--- src/rtl/hazard_ctrl.sv ---
// rtl/hazard_ctrl.sv - pipeline hazard controller for the 5-stage MIPS core
//
// Purpose:
//   Sits beside the ID stage and sequences the PC, IF/ID and ID/EX registers.
//   It detects load-use hazards and branch-operand hazards that the ID-stage
//   ALUResult forwarding path cannot cover. It holds the front of the pipe
//   and inserts bubbles into ID/EX for the required number of cycles. It also
//   raises IF_Flush for taken branches that are resolved in ID.
//
// Hazard classes (register 0 never matches):
//   H2  : beq in ID, load in EX writing a source   -> 2 held cycles
//   H1a : non-branch in ID, load in EX writing src -> 1 held cycle
//   H1b : beq in ID, load in MEM writing a source  -> 1 held cycle
//   Non-load EX writers are covered by ID forwarding and never stall.
//   H2 takes priority over H1a/H1b.
//
// Optional feature:
//   Define HAZARD_PERF_CNT_EN to add the saturating StallCount and FlushCount
//   outputs. The default build leaves them out.
//
// Ports:
//   clk, rst                         clock, synchronous active-high reset
//   IFID_RegisterRs/Rt               source registers of the instruction in ID
//   Branch, Iguales                  beq in ID, ID-stage equality result
//   IDEX_MemRead/RegWrite/RegisterRd  load / write / destination of EX instr
//   EXMEM_MemRead/RegisterRd         load / destination of MEM instr
//   PCWrite, IFIDWrite               PC and IF/ID enables
//   CtrlBubble                       zero the ID/EX control signals
//   IF_Flush                         clear IF/ID for a taken branch
//   Stalling                         registered, high while in STALL
//   StallCount, FlushCount           (HAZARD_PERF_CNT_EN only) counters

module hazard_ctrl #(
  parameter int REG_DIR_WIDTH = 3,
  parameter int OP_WIDTH      = 6,
  parameter int CNT_WIDTH     = 16
) (
  input  logic                     clk,
  input  logic                     rst,
  input  logic [REG_DIR_WIDTH-1:0] IFID_RegisterRs,
  input  logic [REG_DIR_WIDTH-1:0] IFID_RegisterRt,
  input  logic                     Branch,
  input  logic                     Iguales,
  input  logic                     IDEX_MemRead,
  input  logic                     IDEX_RegWrite,
  input  logic [REG_DIR_WIDTH-1:0] IDEX_RegisterRd,
  input  logic                     EXMEM_MemRead,
  input  logic [REG_DIR_WIDTH-1:0] EXMEM_RegisterRd,
  output logic                     PCWrite,
  output logic                     IFIDWrite,
  output logic                     CtrlBubble,
  output logic                     IF_Flush,
`ifdef HAZARD_PERF_CNT_EN
  output logic [CNT_WIDTH-1:0]     StallCount,
  output logic [CNT_WIDTH-1:0]     FlushCount,
`endif
  output logic                     Stalling
);

  // Degenerate widths are meaningless; an empty named block keeps the
  // parameters referenced in every build configuration.
  if (OP_WIDTH < 1 || REG_DIR_WIDTH < 1 || CNT_WIDTH < 1) begin : g_bad_width
  end

  typedef enum logic {
    RUN   = 1'b0,
    STALL = 1'b1
  } state_t;

  state_t     state;
  logic [1:0] remaining;

  logic idex_match;
  logic exmem_match;
  logic h2;
  logic h1a;
  logic h1b;
  logic hazard;

  // An address match needs a non-zero destination equal to Rs or Rt.
  assign idex_match  = (IDEX_RegisterRd != '0) &&
                       ((IDEX_RegisterRd == IFID_RegisterRs) ||
                        (IDEX_RegisterRd == IFID_RegisterRt));
  assign exmem_match = (EXMEM_RegisterRd != '0) &&
                       ((EXMEM_RegisterRd == IFID_RegisterRs) ||
                        (EXMEM_RegisterRd == IFID_RegisterRt));

  // IDEX_RegWrite alone never stalls: the ID forwarding path covers ALU results.
  assign h2     =  Branch & IDEX_MemRead  & idex_match;
  assign h1a    = ~Branch & IDEX_MemRead  & idex_match;
  assign h1b    =  Branch & EXMEM_MemRead & exmem_match;
  assign hazard = (state == RUN) & (h2 | h1a | h1b);

  // The first held cycle of any hazard is produced combinationally in RUN.
  // Only the second cycle of H2 needs the STALL state. A pending taken branch
  // raises IF_Flush only in a hazard-free RUN cycle, so a flush is never lost
  // or duplicated across a stall.
  always_comb begin
    PCWrite    = 1'b1;
    IFIDWrite  = 1'b1;
    CtrlBubble = 1'b0;
    IF_Flush   = Branch & Iguales;
    if (rst || state == STALL || hazard) begin
      PCWrite    = 1'b0;
      IFIDWrite  = 1'b0;
      CtrlBubble = 1'b1;
      IF_Flush   = 1'b0;
    end
  end

  always_ff @(posedge clk) begin
    if (rst) begin
      state     <= RUN;
      remaining <= 2'd0;
      Stalling  <= 1'b0;
    end else begin
      case (state)
        RUN: begin
          if (h2) begin
            state     <= STALL;
            remaining <= 2'd1;
            Stalling  <= 1'b1;
          end else begin
            Stalling  <= 1'b0;
          end
        end
        STALL: begin
          // Leave once the decremented count reaches zero. The <= guard also
          // recovers from a zero count instead of wrapping.
          remaining <= (remaining == 2'd0) ? 2'd0 : remaining - 2'd1;
          if (remaining <= 2'd1) begin
            state    <= RUN;
            Stalling <= 1'b0;
          end
        end
        default: begin
          state     <= RUN;
          remaining <= 2'd0;
          Stalling  <= 1'b0;
        end
      endcase
    end
  end

`ifdef HAZARD_PERF_CNT_EN
  // Both counters saturate at all-ones rather than wrapping.
  always_ff @(posedge clk) begin
    if (rst) begin
      StallCount <= '0;
      FlushCount <= '0;
    end else begin
      if (!PCWrite && StallCount != '1)
        StallCount <= StallCount + 1'b1;
      if (IF_Flush && FlushCount != '1)
        FlushCount <= FlushCount + 1'b1;
    end
  end
`endif

endmodule

--- config.mk ---
export PLATFORM = sky130hd
export DESIGN_NAME = hazard_ctrl
export DESIGN_NICKNAME = d
export VERILOG_FILES = /design/src/rtl/hazard_ctrl.sv
export SDC_FILE = /design/constraint.sdc
export NUM_CORES = 1
export LEC_CHECK = 0
export ABC_AREA = 1
export CAP_MARGIN = 30
export CORE_AREA = 8 8 45 47
export DETAILED_ROUTE_END_ITERATION = 6
export DIE_AREA = 0 0 53 55
export PLACE_DENSITY = 0.71
export SETUP_SLACK_MARGIN = 0.4
export SYNTH_ARGS = -nofsm -noshare
export SYNTH_HDL_FRONTEND = slang
export SYNTH_SLANG_ARGS = --single-unit
--- constraint.sdc ---
create_clock -name clk -period 1.9 [get_ports clk]
set_input_delay 0.285 -clock clk [delete_from_list [all_inputs] [get_ports clk]]
set_output_delay 0.285 -clock clk [all_outputs]
set_load 0.005 [all_outputs]
# [After elaboration in Yosys (flattened, before gate mapping)]
# Index checks and enable logic that the tools add are counted.
[classes] n_addsub=1 magnitude_cmp=1 n_eq_ne=6 mux=11 n_bitwise=12 n_reduce_logical=9
[ops] operator="== test 3 bit" count=4
[ops] operator="bitwise AND 1 bit" count=8
[ops] operator="two-way mux 1 bit" count=6
[ops] operator="nonzero test 3 bit" count=2
[ops] operator="logical OR 1 bit" count=4
[ops] operator="two-way mux 2 bit" count=2
[ops] operator="case mux 1 bit (2 select lines)" count=2
[ops] operator="case mux 2 bit (2 select lines)" count=1
[ops] operator="<= comparator 2 x 1 -> 1 bit (second input constant)" count=1
[ops] operator="logical AND 1 bit" count=2
[ops] operator="logical NOT 2 bit" count=1
[ops] operator="inequality test 2 x 1 -> 1 bit (second input constant)" count=1
[ops] operator="inequality test 2 bit (second input constant)" count=1
[ops] operator="inverter 1 bit" count=2
[ops] operator="OR 1 bit" count=2
[ops] operator="subtractor 2 x 1 -> 2 bit (second input constant)" count=1
[word_totals] regBits=4 input_bits=19 output_inout_bits=5 word_cells=43

# [Logic depth before layout (Yosys ltp)]
# Gate-level depths: netlist of run 1.
[depth] ltp_word=9 ltp_mapped=9 mapped_depth_nobuf=8

# [Worst setup path before layout of run 1]
# OpenSTA, ideal clock, no wires.
[synth_path] kind="input -> output" start="in IDEX_RegisterRd[2]" end="out PCWrite" t_arrival_ns=0.921 required_time_ns=1.615 slack_ns=0.694 path_stages=9 path_buffers=1 cell_sequence="inv_2 -> nand2_1 -> nand2_1 -> nand3_2 -> nand2_2 -> nand2_2 -> nand3_4 -> inv_1 -> buf_4"
[synth_between] elab_chain_cells=9 word_cells_on_any_way=12 classes_between="2 x eq/ne; 1 x mux; 5 x bitwise; 4 x reduce/logical"
[synth_rtl] element="start: declaration" line="46" source="input logic [REG_DIR_WIDTH-1:0] IDEX_RegisterRd,"
[synth_rtl] element="== test 3 bit (on tied branches)" line="82, 83"
[synth_rtl] element="logical OR 1 bit" line="82" source="((IDEX_RegisterRd == IFID_RegisterRs) ||"
[synth_rtl] element="logical AND 1 bit (*)" line="81" source="assign idex_match = (IDEX_RegisterRd != '0) &&"
[synth_rtl] element="bitwise AND 1 bit (on tied branches)" line="89, 90"
[synth_rtl] element="OR 1 bit (*) (2 in series)" line="92" source="assign hazard = (state == RUN) & (h2 | h1a | h1b);"
[synth_rtl] element="bitwise AND 1 bit (*)" line="92"
[synth_rtl] element="logical OR 1 bit (*)" line="103" source="if (rst || state == STALL || hazard) begin"
[synth_rtl] element="two-way mux 1 bit (*)"
[synth_rtl] element="end: declaration" line="49" source="output logic PCWrite,"
# Mark *: on every way between the ends. The rest lies on a longest branch, timed or not.

# [Worst setup path after layout of run 1]
[layout_path] start="in rst" end="out IF_Flush"
[layout_between] elab_chain_cells=3
[layout_rtl] element="start: declaration" line="39" source="input logic rst,"
[layout_rtl] element="logical OR 1 bit (2 in series)" line="103"
[layout_rtl] element="two-way mux 1 bit" line="103"
[layout_rtl] element="end: declaration" line="52" source="output logic IF_Flush,"
# No other way between the ends.

==> impl_metrics.csv, run 1 <==
group,metric,value,unit
sta,finalCriticalPeriod,1.43,ns
sta,hold_viol_final,0,
logic_synthesis,yosysSeqAreaShare,17.8,%
place,numPortBuffers,22,
global_route,overflow,0,
route,drt-total-wl,1170,um
setup_path,worstPathCellList,"clkdlybuf4s50_1 > nor2_2 > nand3_4 > nor2_2 > buf_2",
job,max_cap_violations,0,
place,place_congestion,0.768,
setup_path,critPathMaxStageDelay,0.44,ns
logic_synthesis,yosys_warnings,0,
clock_tree,path_clk_slew,0.03,ns
setup_path,ff2ff_setup_slack,1.04,ns
logic_synthesis,synth_cell_type_count,16,
logic_synthesis,synth_xor_xnor_area_share,1.94,%
route,antenna_left,0,
pwr,p_seq_share,28.3,%
clock_tree,cts_htree_levels,1,
place,dpl.hpwl,1030,um
setup_path,regToRegEndpoint,"remaining[1]",
logic_synthesis,synth-simple-area-share,52.8,%
logic_synthesis,synthAdderAreaFrac,0,%
setup_path,r2r-start,"state",
logic_synthesis,synth_cells,83,
global_route,met2_usage,14.6,%
pwr,vdd_drop_max,0.120,mV
logic_synthesis,avgSynthCellArea,5.43,um^2
place,pre_cts_ws,-0.264,ns
setup_path,criticalPathCategory,"primary input to output pin",
global_route,met3_usage,1.60,%
floorplanning,dieArea,2920,um^2
sta,skew,0.000859,ns
floorplanning,initial_core_util,32.5,%
sta,rsz0062_at_grt,"no",
logic_synthesis,muxShareOfSynthArea,0,%
pwr,sw_frac_of_total,29.3,%
floorplanning,ios,24,
setup_path,cpMostUsedCell,"nor2_2",
floorplanning,die_h,55,um
logic_synthesis,synth_flop_cell,"dfxtp_1",
logic_synthesis,synth_compound_area_share,11.7,%
setup_path,worstPathMaxFanout,3,
route,vias_per_cell,4.38,
sta,fmax,0.697,GHz
logic_synthesis,synth_top_area_share,32.5,%
floorplanning,placementRows,14,
sta,slew-limit-headroom,88.2,%
global_route,grt_max_degree,6,
place,dpl_cell_area,728,um^2
global_route,antenna_found_initial,0,
global_route,grt_usage,8.02,%
hold_path,min_path_type,"register to register",
setup_path,cp_top_family,"buffers and inverters",
final_layout,antenna_cells,0,
setup_path,worst-path-buf-inv,2,
clock_tree,cts_root_buf,"clkbuf_4",
final_layout,final_nets,137,
global_route,grt_pass1_wl,1790,um
sta,min_period_over_period,75.5,%
clock_tree,clock_latency,0.23,ns
hold_path,whs_endpoint,"Stalling",
pwr,p_sw,90.0,uW
logic_synthesis,syn_area,450,um^2
route,drt_iter0_drc,5,
hold_path,worstHoldStart,"Stalling",
pwr,total_power,308,uW
setup_path,r2r_cells,5,
setup_path,end_kind,"output pin",
logic_synthesis,synthTopCellsByCount,"39 x nand2_1, 14 x inv_1",
logic_synthesis,synth_top_family_by_area,"simple AND/OR/NAND/NOR gates",
sta,setup_viol,0,
pwr,total_leakage_power,0.421,nW
final_layout,final_area,711,um^2
sta,tightest_slew,0.176,ns
sta,layout_setup_ws,0.466,ns
setup_path,cpMaxStageDelayCell,"clkdlybuf4s50_1",
logic_synthesis,synth_top_area_cell,"nand2_1",
setup_path,worst-path-stages,5,
pwr,power.share.clock,33.2,%
status,outcome,"completed",
pwr,internal-power,218,uW
route,wl_per_cell,8.84,um
hold_path,hold_path_depth,2,
logic_synthesis,synth-edff-count,0,
logic_synthesis,yosysMostFrequentCell,"nand2_1",
clock_tree,clock-sinks,4,
pwr,p_comb_share,38.4,%
clock_tree,numCtsBuffers,3,
setup_path,worstPathRequired,1.62,ns
final_layout,syn_to_final_growth,57.8,%
logic_synthesis,syn_nets,102,
logic_synthesis,ys_ff_latch,4,
setup_path,worstPathArrival,1.15,ns
clock_tree,cts_tree,"done",
floorplanning,core_area,1380,um^2
global_route,busiest_layer,"met2",
route,drtPass1Iterations,4,
route,vias,578,
global_route,grt_pass1_vias,525,
route,drc,0,
sta,tns,0,ns
setup_path,setup.worst_path.start_class,"primary input",
global_route,use_met1,7.73,%
logic_synthesis,ys_async_sr_fraction,0,%
final_layout,drive_gt1_share,39.7,%
clock_tree,clockBufferDepth,2,
sta,whs,0.479,ns
logic_synthesis,synth_area_leaders,"nand2_1 33%, dfxtp_1 18%, inv_1 12%",
floorplanning,die_x,53,um
sta,maxSlewViolCount,0,
pwr,power_density,433,nW/um^2
area by class of cell:
class                   count  area [um^2]
inverters                  17         63.8
multi-input cells          61          304
fillers                   153          673
flip-flops and latches      4         80.1
repair buffers             31          220
clock buffers               3         22.5
well taps                  16         20.0
flip-flops by register name (all words and copies together), names as in the netlist:
signal     cells
remaining      2
Stalling       1
state          1
metal layers:
layer  wire [um]  vias to the layer above
met5           0                        -
met2         616                       17
met1         466                      240
li1            -                      317
met3          65                        4
met4          18                        0
metrics by stage:
step / utilization [%] / instances
final: 51.4 / 132
after global routing: 51.4 / 132
after CTS: 52.8 / 130
after detailed placement: 52.6 / 126
after global placement: 52.6 / 126
after floorplan: - / 83
logic make-up (layout without fill, tap and decap cells):
group	Yosys count	count (layout)
AO/OA/AOI/OAI	7	7
XOR/XNOR	1	1
buffers and inverters	18	51
flip-flops	4	4
AND/OR/NAND/NOR	53	53
power groups by stage:
stage | clock, mW | combinational [mW] | sequential [mW]
2_1_floorplan | 0 | 0.0548 | 0.0882
3_3_place_gp | 0 | 0.125 | 0.0882
3_5_place_dp | 0 | 0.127 | 0.0884
4_1_cts | 0.105 | 0.116 | 0.0872
5_1_grt | 0.109 | 0.131 | 0.0873
6_report | 0.102 | 0.118 | 0.0872
layout by cell type, fill, tap and decap left out, drive strengths merged:
master          n
a21oi           4
a31oi           2
buf            13
clkbuf         13
clkdlybuf4s15   2
clkdlybuf4s50   3
dfxtp           4
dlygate4sd2     3
inv            17
nand2          41
nand3           7
nor2            5
o21ai           1
xnor2           1
worst max-delay path by stage:
stage / start / endpoint
after floorplan: IDEX_RegisterRd[2] / PCWrite
after global placement: EXMEM_RegisterRd[0] / IF_Flush
after detailed placement: EXMEM_RegisterRd[0] / IF_Flush
after CTS: IFID_RegisterRt[2] / PCWrite
after global routing: IFID_RegisterRt[1] / IF_Flush
final: rst / IF_Flush
worst register-to-register path, cell delays in order, from the launching register on:
cell and delay [ns]:
dfxtp_1 0.40, inv_1 0.07, o21ai_0 0.15, nor2_1 0.05, nand2_1 0.06, inv_1 0.03
timing repair:
item / CTS / global route
hold buffers: 0 / 0
setup buffers: 1 / 2
hold endpoints to repair: 0 / 0
setup endpoints to repair: 4 / 4
pin swaps: 5 / 5
gates resized for setup: 37 / 27
No activity file was read; power rests on OpenSTA's default activity.
==> run 2, diff against run 1 <==
Settings changed: CORE_AREA 8 8 45 47 to 8 8 46 48, DIE_AREA 0 0 53 55 to 0 0 54 56, PLACE_DENSITY 0.71 to 0.7.
Clock period 1.9 ns to 1.2 ns, I/O delays scaled along.
==> run 2 against run 1 <==
Against the previous run: global-route usage is 3.0 points higher; non-clock buffer count is 3 higher; sequential cell count stayed put; die area is 3.7% higher; total power is 92% higher; critical endpoint unchanged; hold slack worse by 0.059 ns.
==> impl_metrics.csv, run 2 (synthesized netlist as in run 1, its figures left out) <==
group,metric,value,unit
final_layout,largest_reg_flops,2,
sta,tns,0,ns
final_layout,layout_commonest_cell,"nand2_1",
place,dpl.hpwl,1050,um
route,drt_iter0_drc,9,
clock_tree,path_clk_slew,0.04,ns
sta,skew,0.00126,ns
pwr,total_power,590,uW
global_route,grt_pass1_vias,650,
clock_tree,cts_tree,"done",
setup_path,setup.worst_path.start_class,"register",
sta,tightest_slew,0.197,ns
pwr,total_leakage_power,0.483,nW
final_layout,antenna_cells,0,
setup_path,ff2ff_setup_slack,0.22,ns
clock_tree,clockBufferDepth,2,
final_layout,final_nets,140,
sta,min_period_over_period,94.2,%
hold_path,min_path_type,"primary input to register",
route,vias,613,
route,drt-total-wl,1420,um
sta,maxSlewViolCount,0,
sta,slew-limit-headroom,86.8,%
place,place_congestion,0.762,
setup_path,end_kind,"output pin",
setup_path,worstPathArrival,0.95,ns
place,numPortBuffers,22,
final_layout,syn_to_final_growth,107,%
pwr,p_comb_share,47.3,%
floorplanning,dieArea,3020,um^2
clock_tree,cts_hold_buffers,0,
clock_tree,clock-sinks,4,
floorplanning,ios,24,
route,drtPass1Iterations,4,
pwr,internal-power,406,uW
pwr,sw_frac_of_total,31.3,%
sta,finalCriticalPeriod,1.13,ns
pwr,p_sw,185,uW
sta,setup_viol,0,
final_layout,final_cell_mix,"33 x nand2_1, 17 x buf_6, 8 x nand2_2, 8 x inv_2, 7 x buf_4",
sta,hold_viol_final,0,
global_route,grt_max_degree,5,
global_route,overflow,0,
clock_tree,clock_latency,0.24,ns
clock_tree,numCtsBuffers,3,
route,drc,0,
floorplanning,core_area,1440,um^2
global_route,grt_usage,11.1,%
global_route,grt_pass1_wl,2570,um
route,wl_per_cell,10.5,um
clock_tree,cts_htree_levels,1,
route,vias_per_cell,4.54,
sta,fmax,0.885,GHz
floorplanning,placementRows,14,
floorplanning,initial_core_util,31.4,%
job,max_cap_violations,0,
pwr,power.share.clock,29.3,%
status,outcome,"completed",
sta,rsz0062_at_grt,"yes",
setup_path,worstPathMaxFanout,3,
final_layout,largest-register,"remaining",
setup_path,worstPathRequired,1.02,ns
floorplanning,die_h,56,um
clock_tree,cts_root_buf,"clkbuf_4",
floorplanning,die_x,54,um
final_layout,reg.largest.list,"remaining: 2 flops, Stalling: 1 flops, state: 1 flops",
pwr,p_seq_share,23.4,%
pwr,vdd_drop_max,0.340,mV
route,antenna_left,0,
setup_path,criticalPathCategory,"register to output pin",
pwr,power_density,634,nW/um^2
final_layout,drive_gt1_share,57.1,%
global_route,antenna_found_initial,0,
run 2: cell types whose count changed in the layout (fill, tap and decap cells not counted), sizes merged:
cell           previous run  this run
buf                      13        29
clkbuf                   13         3
clkdlybuf4s50             3         1
dlygate4sd2               3         2
run 2: power by group through the flow:
stage	combinational, mW	clock (mW)	sequential, mW
2_1_floorplan	0.0973	0	0.140
3_3_place_gp	0.215	0	0.139
3_5_place_dp	0.217	0	0.140
4_1_cts	0.264	0.181	0.138
5_1_grt	0.302	0.200	0.138
6_report	0.279	0.173	0.138
run 2: through the flow:
step / utilization, % / hold slack, ns / cell area [um^2] / setup WS (ns) / cells
floorplan: - / 0.249 / 484 / 0.250 / 83
global placement: 53.3 / 0.466 / 766 / -0.805 / 127
detailed placement: 53.3 / 0.468 / 766 / -0.836 / 127
CTS: 61.8 / 0.422 / 888 / 0.0670 / 135
global route: 64.8 / 0.424 / 931 / 0.00158 / 135
finish: 64.8 / 0.420 / 931 / 0.0698 / 135
run 2: cell type report:
class / count / area (um^2)
fillers: 128 / 505
multi-input cells: 61 / 368
repair buffers: 34 / 347
inverters: 17 / 91.3
flip-flops and latches: 4 / 82.6
clock buffers: 3 / 22.5
well taps: 16 / 20.0
run 2: worst paths after layout:
| kind | to | from | cells past startpoint |
|---|---|---|---|
| setup / recovery | IF_Flush | state | 4 |
| hold reg to reg | Stalling | remaining[1] | 2 |
| hold / removal | Stalling | rst | 3 |
| setup reg to reg | remaining[1] | state | 5 |
run 2: routing by layer:
layer | track usage (%) | vias to the layer above | part of all wire (%)
met2 | 16.7 | 21 | 48
met4 | 6.69 | 0 | 2.5
met1 | 11.2 | 259 | 39
met5 | 0 | - | 0
met3 | 6.42 | 7 | 9.9
li1 | - | 326 | -
run 2: repair_timing:
action,in CTS,in global routing
setup endpoints to repair,9,9
pin swaps,24,8
buffers inserted,5,0
resized for setup,114,14
run 2: critical path: stages, from the launching register on:
cell and delay (ns):
dfxtp_2 0.32, nor2_4 0.11, nand3_4 0.10, nor2_2 0.07
buf_2 0.11
==> run 3, diff against run 2 <==
Settings changed: CAP_MARGIN 30 to 20, CORE_AREA 8 8 46 48 to 2 2 40 42, DIE_AREA 0 0 54 56 to 0 0 42 44.
==> run 3 against run 2 <==
Against the previous run: sequential power hardly changed; total power shrank 3.4%; critical path type unchanged; combinational power is 5% lower; routed wire length fell by 11%; cell area is 0.67% lower; critical path depth is the same; fmax increased by 1.7%.
==> impl_metrics.csv, run 3 (synthesized netlist as in run 1, its figures left out) <==
group,metric,value,unit
pwr,p_comb_share,46.4,%
sta,rsz0062_at_grt,"yes",
route,antenna_left,0,
pwr,total_leakage_power,0.473,nW
place,pre_cts_ws,-0.843,ns
pwr,power_density,617,nW/um^2
sta,tightest_slew,0.144,ns
final_layout,multi_input_area,408,um^2
final_layout,final_cell_mix,"25 x nand2_1, 16 x nand2_2, 14 x buf_6",
place,dpl.hpwl,963,um
sta,setup_viol,0,
pwr,power.share.clock,29.4,%
route,wl_per_cell,9.45,um
setup_path,criticalPathCategory,"register to output pin",
pwr,p_seq_share,24.2,%
global_route,antenna_found_initial,0,
final_layout,antenna_cells,0,
clock_tree,cts_root_buf,"clkbuf_4",
sta,skew,0.00618,ns
route,vias,600,
sta,fmax,0.900,GHz
global_route,grt_usage,13.9,%
final_layout,largest-register,"remaining",
route,drtPass1Iterations,4,
place,numPortBuffers,22,
final_layout,drive_gt1_share,65.8,%
floorplanning,initial_core_util,31.7,%
job,max_cap_violations,0,
final_layout,final_area,925,um^2
floorplanning,dieArea,1850,um^2
pwr,p_sw,181,uW
route,drt-total-wl,1260,um
sta,layout_setup_ws,0.0890,ns
place,place_congestion,0.773,
sta,whs,0.437,ns
global_route,overflow,0,
route,drc,0,
floorplanning,die_h,44,um
setup_path,worstPathArrival,0.93,ns
final_layout,utilization,65.2,%
floorplanning,die_x,42,um
clock_tree,cts_hold_buffers,0,
final_layout,nFillCells,127,
status,outcome,"completed",
route,vias_per_cell,4.51,
global_route,grt_pass1_vias,491,
final_layout,largest_reg_flops,2,
setup_path,end_kind,"output pin",
setup_path,worstPathCellList,"nor2_4 > nand3_4 > nor2_2 > buf_2",
clock_tree,cts_tree,"done",
sta,finalCriticalPeriod,1.11,ns
setup_path,r2r-start,"state",
setup_path,worstPathRequired,1.02,ns
sta,min_period_over_period,92.6,%
setup_path,startpoint,"state",
hold_path,worstHoldStart,"rst",
final_layout,layout_commonest_cell,"nand2_1",
sta,slew-limit-headroom,90.4,%
clock_tree,clock_latency,0.24,ns
final_layout,syn_to_final_growth,105,%
final_layout,reg.largest.list,"remaining: 2 flops, Stalling: 1 flops, state: 1 flops",
floorplanning,core_area,1420,um^2
global_route,grt_pass1_wl,1920,um
setup_path,cpMaxStageDelayCell,"dfxtp_2",
clock_tree,numCtsBuffers,3,
final_layout,seq_area,82.6,um^2
clock_tree,cts_htree_levels,1,
pwr,internal-power,390,uW
floorplanning,placementRows,14,
floorplanning,ios,24,
hold_path,min_path_type,"primary input to register",
route,drt_iter0_drc,7,
pwr,vdd_drop_max,0.285,mV
clock_tree,clock-sinks,4,
sta,hold_viol_final,0,
sta,maxSlewViolCount,0,
setup_path,critPathMaxStageDelay,0.32,ns
clock_tree,path_clk_slew,0.04,ns
global_route,grt_max_degree,5,
final_layout,final_nets,138,
pwr,sw_frac_of_total,31.7,%
place,dpl_cell_area,773,um^2
setup_path,setup.worst_path.start_class,"register",
setup_path,worstPathMaxFanout,3,
clock_tree,clockBufferDepth,2,
==> run 3: cell count changes in the layout (fill, tap and decap cells not counted), moves of 2 or more <==
cell             before  now
nand3_2               2    4
nand2_1              33   25
nand3_1               3    1
buf_6                17   14
buf_8                 3    1
buf_4                 7    9
nand2_2               8   16
clkdlybuf4s15_1       2    0
==> run 3: power by group through the flow <==
stage | registers (mW) | logic, mW | clock network, mW
after floorplan | 0.140 | 0.0973 | 0
after global placement | 0.139 | 0.215 | 0
after detailed placement | 0.140 | 0.218 | 0
after CTS | 0.138 | 0.217 | 0.173
after global routing | 0.138 | 0.286 | 0.191
final | 0.138 | 0.265 | 0.168
==> run 3: worst max-delay path: cells and delay by family, from the launching register on <==
kind          cells  cell delay [ns]
flops             1             0.32
buf+inv           1             0.11
simple gates      3             0.26
==> run 3: path summary, 6_finish.rpt <==
check	to	slack, ns	cells past startpoint
setup / recovery	IF_Flush	0.09	4
hold reg to reg	state	0.48	2
setup reg to reg	remaining[0]	0.22	6
hold / removal	state	0.44	3
==> run 3: per-layer routing <==
metal	wire (um)	part of all wire, %	global-route usage, %	up-vias
met1	481	38	15.0	264
met4	10	0.80	5.81	0
met2	699	56	24.4	12
li1	-	-	-	322
met3	66	5.3	5.42	2
met5	0	0	0	-
==> run 3: repair_timing <==
| item | in CTS | in global routing |
|---|---|---|
| hold endpoints to repair | 0 | 0 |
| pin swaps | 23 | 13 |
| resized for setup | 102 | 32 |
| setup buffers | 2 | 0 |
| endpoints found under the setup margin | 9 | 9 |
==> run 3: final cells by class <==
type	count	share of cell area [%]
multi-input cells	61	44.1
well taps	16	2.17
flip-flops and latches	4	8.93
repair buffers	32	32.7
clock buffers	3	2.44
inverters	17	9.61
==> run 3: through the flow <==
stage | setup TNS (ns) | power (mW) | cells
6_report | 0 | 0.570 | 133
5_1_grt | 0 | 0.616 | 133
4_1_cts | 0 | 0.528 | 133
3_5_place_dp | -4.75 | 0.358 | 128
3_3_place_gp | -4.59 | 0.354 | 128
2_1_floorplan | 0 | 0.237 | 83
